## src/rtl/rr_job_arbiter.sv

```systemverilog
// Round-robin arbiter/sequencer sharing one compute resource among NUM_REQ requesters.
// Grants one job at a time, pulses start, holds until done (or optional timeout), then rotates priority.
module rr_job_arbiter #(
    parameter int unsigned NUM_REQ        = 4,
    parameter int unsigned TIMEOUT_CYCLES = 0
) (
    input  logic                                             clk_i,
    input  logic                                             rst_i,
    input  logic                                             srst_i,
    input  logic [NUM_REQ-1:0]                               req_i,
    input  logic                                             done_i,
    output logic [NUM_REQ-1:0]                               grant_o,
    output logic                                             start_o,
    output logic                                             busy_o,
    output logic [((NUM_REQ > 1) ? $clog2(NUM_REQ) : 1)-1:0] owner_o,
    output logic                                             timeout_o,
    input  logic                                             assert_on_i
);

    localparam int unsigned IDX_W   = (NUM_REQ > 1) ? $clog2(NUM_REQ) : 1;
    localparam int unsigned CNT_W   = (TIMEOUT_CYCLES > 0) ? $clog2(TIMEOUT_CYCLES + 1) : 1;
    localparam int unsigned TO_LAST = (TIMEOUT_CYCLES > 0) ? TIMEOUT_CYCLES - 1 : 0;

    if (NUM_REQ < 2) begin : g_bad_num_req
        $error("rr_job_arbiter: NUM_REQ must be at least 2");
    end

    typedef enum logic [1:0] {
        IDLE  = 2'd0,
        START = 2'd1,
        RUN   = 2'd2
    } state_e;

    state_e             state_q, state_d;
    logic [NUM_REQ-1:0] grant_q, grant_d;
    logic               start_q, start_d;
    logic               busy_q, busy_d;
    logic               timeout_q, timeout_d;
    logic [IDX_W-1:0]   owner_q, owner_d;
    logic [IDX_W-1:0]   ptr_q, ptr_d;
    logic [CNT_W-1:0]   cnt_q, cnt_d;
    logic               start_prev_q;

    logic               req_found;
    logic [IDX_W-1:0]   req_idx;
    logic [IDX_W-1:0]   owner_next;
    logic               hold_expired;

    // First requesting index at or after ptr_q, wrapping modulo NUM_REQ.
    always_comb begin : arbitrate
        int unsigned cand;
        req_found = 1'b0;
        req_idx   = '0;
        cand      = 0;
        for (int unsigned i = 0; i < NUM_REQ; i++) begin
            cand = 32'(ptr_q) + i;
            if (cand >= NUM_REQ) begin
                cand = cand - NUM_REQ;
            end
            if (!req_found && req_i[IDX_W'(cand)]) begin
                req_found = 1'b1;
                req_idx   = IDX_W'(cand);
            end
        end
    end

    assign owner_next   = (owner_q == IDX_W'(NUM_REQ - 1)) ? '0 : owner_q + IDX_W'(1);
    assign hold_expired = (TIMEOUT_CYCLES != 0) && (cnt_q == CNT_W'(TO_LAST));

    always_comb begin : fsm_next
        state_d   = state_q;
        grant_d   = grant_q;
        start_d   = 1'b0;
        busy_d    = busy_q;
        timeout_d = timeout_q;
        owner_d   = owner_q;
        ptr_d     = ptr_q;
        cnt_d     = cnt_q;
        unique case (state_q)
            IDLE: begin
                if (req_found) begin
                    state_d = START;
                    owner_d = req_idx;
                    grant_d = NUM_REQ'(1) << req_idx;
                    start_d = 1'b1;
                    busy_d  = 1'b1;
                end
            end
            START: begin
                state_d = RUN;
                cnt_d   = '0;
            end
            RUN: begin
                cnt_d = cnt_q + CNT_W'(1);
                // Done takes precedence over a simultaneous timeout.
                if (done_i || hold_expired) begin
                    state_d = IDLE;
                    grant_d = '0;
                    busy_d  = 1'b0;
                    ptr_d   = owner_next;
                    cnt_d   = '0;
                    if (!done_i) begin
                        timeout_d = 1'b1;
                    end
                end
            end
            default: begin
                state_d = IDLE;
                grant_d = '0;
                busy_d  = 1'b0;
            end
        endcase
    end

    always_ff @(posedge clk_i or posedge rst_i) begin : regs
        if (rst_i) begin
            state_q      <= IDLE;
            grant_q      <= '0;
            start_q      <= 1'b0;
            busy_q       <= 1'b0;
            timeout_q    <= 1'b0;
            owner_q      <= '0;
            ptr_q        <= '0;
            cnt_q        <= '0;
            start_prev_q <= 1'b0;
        end else if (srst_i) begin
            state_q      <= IDLE;
            grant_q      <= '0;
            start_q      <= 1'b0;
            busy_q       <= 1'b0;
            timeout_q    <= 1'b0;
            owner_q      <= '0;
            ptr_q        <= '0;
            cnt_q        <= '0;
            start_prev_q <= 1'b0;
        end else begin
            state_q      <= state_d;
            grant_q      <= grant_d;
            start_q      <= start_d;
            busy_q       <= busy_d;
            timeout_q    <= timeout_d;
            owner_q      <= owner_d;
            ptr_q        <= ptr_d;
            cnt_q        <= cnt_d;
            start_prev_q <= start_q;
        end
    end

    assign grant_o   = grant_q;
    assign start_o   = start_q;
    assign busy_o    = busy_q;
    assign owner_o   = owner_q;
    assign timeout_o = timeout_q;

    // Protocol checks, enabled at run time by assert_on_i.
    always @(posedge clk_i) begin : protocol_checks
        if (!rst_i && !srst_i && assert_on_i) begin
            assert ($onehot0(grant_q)) else $error("rr_job_arbiter: grant not one-hot");
            assert (!(start_q && start_prev_q)) else $error("rr_job_arbiter: start held two cycles");
            assert (!(done_i && state_q == IDLE)) else $error("rr_job_arbiter: done while idle");
            assert (!(done_i && state_q == START)) else $error("rr_job_arbiter: done in start cycle");
        end
    end

endmodule
```

## config.mk

```make
export PLATFORM = sky130hd
export DESIGN_NAME = rr_job_arbiter
export DESIGN_NICKNAME = d
export VERILOG_FILES = /design/src/rtl/rr_job_arbiter.sv
export SDC_FILE = /design/constraint.sdc
export NUM_CORES = 1
export LEC_CHECK = 0
export CORE_AREA = 5 5 50 52
export DETAILED_ROUTE_END_ITERATION = 6
export DIE_AREA = 0 0 55 57
export PLACE_DENSITY_LB_ADDON = 0.05
export SYNTH_ARGS = -nofsm -noshare
export SYNTH_HDL_FRONTEND = slang
export SYNTH_SLANG_ARGS = --single-unit
```

## constraint.sdc

```tcl
create_clock -name clk_i -period 3.92 [get_ports clk_i]
set_input_delay 0.784 -clock clk_i [delete_from_list [all_inputs] [get_ports clk_i]]
set_output_delay 0.784 -clock clk_i [all_outputs]
set_load 0.01 [all_outputs]
```

==> results.json <==
{
  "cts-root-buf": "clkbuf_4",
  "yosysSeqAreaShare_pct": 47.2,
  "rows": 17,
  "setup_tns_ns": 0,
  "startpoint_type": "primary input",
  "finalSetupViolCount": 0,
  "cts_made_buffers": 3,
  "fp.dieW_um": 55,
  "syn_nets": 68,
  "dp_slack_ns": 1.50,
  "finalMaxSlewViolations": 0,
  "post_layout_nonfiller_instances": 101,
  "wire_per_inst_um": 13.9,
  "die-height_um": 57,
  "post-cts-setup-buffer-count": 0,
  "hold_class": "reg2reg",
  "fin_ws_ns": 1.79,
  "die_area_sq_mm": 0.00314,
  "via_per_inst": 4.90,
  "core_area_sq_mm": 0.00206,
  "setup.worst_path.end_class": "register",
  "antenna_found_initial": 0,
  "worst_path_dominant_cell_family": "simple AND/OR/NAND/NOR gates",
  "synthFlopType": "dfrtp_1",
  "synth_cells": 58,
  "synth.area.top_cells": "dfrtp_1, a32o_1, a21oi_1",
  "yosysUniqueCellTypes": 28,
  "overflow": 0,
  "hold_ws_ns": 0.501,
  "drcViolationCount": 0,
  "initialDrtViolationCount": 5,
  "hold_buffers": 0,
  "htree_num_levels": 1,
  "path_class": "in2reg",
  "clk_latency_ns": 0.26,
  "final_area_sq_um": 823,
  "cp_num_buf_inv": 1,
  "ir_drop_mv": 0.179,
  "hold_viol_final": 0,
  "hpwl_mm": 1.05,
  "maxCapViolCount": 0,
  "yosys.area.top_type": "dfrtp_1",
  "drt-total-wl_mm": 1.40,
  "finClkSkew_ns": 0.00114,
  "pin_count": 18,
  "ctsResizeCount": 0,
  "dpl-instance-area_sq_um": 801,
  "cp_cell_sequence": "clkdlybuf4s50_1 -> nor4_2 -> or3_4 -> nor2_4 -> a32o_1",
  "start_util_pct": 30.8,
  "drive_above_1_share_pct": 12.3,
  "period_share_pct": 54.4,
  "ys_seq_elements": 12,
  "vias": 495,
  "dr.pass1.iters": 3,
  "grt_max_degree": 13,
  "synthArstFlopShare_pct": 100,
  "syn_to_final_growth_pct": 29.5,
  "antenna_left": 0,
  "port_buffers": 15,
  "synth_top_area_share_pct": 47.2,
  "synth_edf_count": 0,
  "clk_pin_slew_ns": 0.07,
  "fin_util_pct": 39.9,
  "cp_max_fo": 6,
  "dp_cells": 98,
  "status": "finished clean",
  "arrival_ns": 2.29,
  "grt_usage_pct": 11.1,
  "crit_slowest_cell": "clkdlybuf4s50_1",
  "cpPeakStageDelay_ns": 0.50,
  "synth_commonest_cells": "dfrtp_1, a21oi_1, a32o_1, nor2_1",
  "rsz0062_at_grt": "false",
  "n_antenna_cell": 0,
  "synth.most_common_cell": "dfrtp_1",
  "fin_nets": 85,
  "synth.avg_cell_area_sq_um": 11.0,
  "syn_area_sq_um": 636,
  "p_total_mw": 0.282,
  "grt_pass1_wl_mm": 2.48,
  "max_freq_mhz": 469,
  "clk_path_buf_depth": 2,
  "grt_pass1_vias": 525,
  "fill_cells": 220,
  "cts_num_sinks": 12,
  "period_needed_ns": 2.13,
  "power_density_mw_per_mm2": 343,
  "p_leak_nw": 0.340,
  "finalWeightedCongestion": 0.692,
  "yosys_warnings": 0,
  "cts_tree": "done",
  "cp.required_ns": 4.08
}
-- layout by cell type, fill, tap and decap left out --
master           instances
clkbuf_4                 3
a21oi_1                  5
mux2i_1                  2
inv_1                    3
a32o_1                   4
dfrtp_1                 12
nor4_2                   1
nand3b_1                 1
conb_1                   1
a221oi_1                 1
a22o_1                   1
nand2b_1                 2
o22a_1                   1
nand2_1                  2
o221ai_1                 1
a21oi_4                  1
or3_4                    1
nor3_1                   3
o21a_1                   1
nor2b_1                  1
o22ai_1                  2
nor2_1                   4
or3b_4                   1
clkdlybuf4s50_1         15
or2_1                    1
nor2_4                   1
ha_1                     1
a21o_4                   1
-- area by class of cell --
cell class              count  area, sq um  share of cell area, %
multi-input cells          40          304                   36.9
flip-flops and latches     12          300                   36.5
inverters                   3         11.3                   1.37
clock buffers               3         22.5                   2.74
repair buffers             15          150                   18.2
well taps                  28         35.0                   4.26
-- registers in the layout, indices dropped and copies added (netlist names) --
| signal | cells |
|---|---|
| grant_o | 4 |
| owner_o | 2 |
| ptr_q | 2 |
| state_q | 2 |
| busy_o | 1 |
| start_o | 1 |
-- worst paths after layout --
| kind | end | slack, ns | cells after the start | from |
|---|---|---|---|---|
| hold reg to reg | grant_o[0] | 0.50 | 1 | grant_o[0] |
| max in group asynchronous | ptr_q[0] | 2.77 | 2 | rst_i |
| hold / removal | grant_o[0] | 0.50 | 1 | grant_o[0] |
| min in group asynchronous | start_o | 0.83 | 2 | rst_i |
| setup reg to reg | grant_o[0] | 2.46 | 4 | ptr_q[1] |
| setup / recovery | grant_o[0] | 1.79 | 5 | req_i[0] |
-- where the power goes --
part	internal (mW)	switching, mW
Sequential	0.133	0.00765
Combinational	0.0352	0.0324
Clock	0.0355	0.0385
Total	0.204	0.0785
-- logic make-up after synthesis --
kind of cell | count (synthesis) | share of synthesized area [%]
compound gates | 18 | 23.8
simple gates | 18 | 18.3
flops | 12 | 47.2
buf+inv | 6 | 4.92
mux | 2 | 3.15
fa+ha+maj | 1 | 1.97
other cells | 1 | 0.590
-- metal layers --
metal,vias up,share of wire [%],global-route usage (%)
li1,243,-,-
met1,243,50,15.3
met2,7,46,15.7
met3,2,2.6,3.13
met4,0,1.1,5.21
met5,-,0,0
Power figures use the tool's default switching activity.
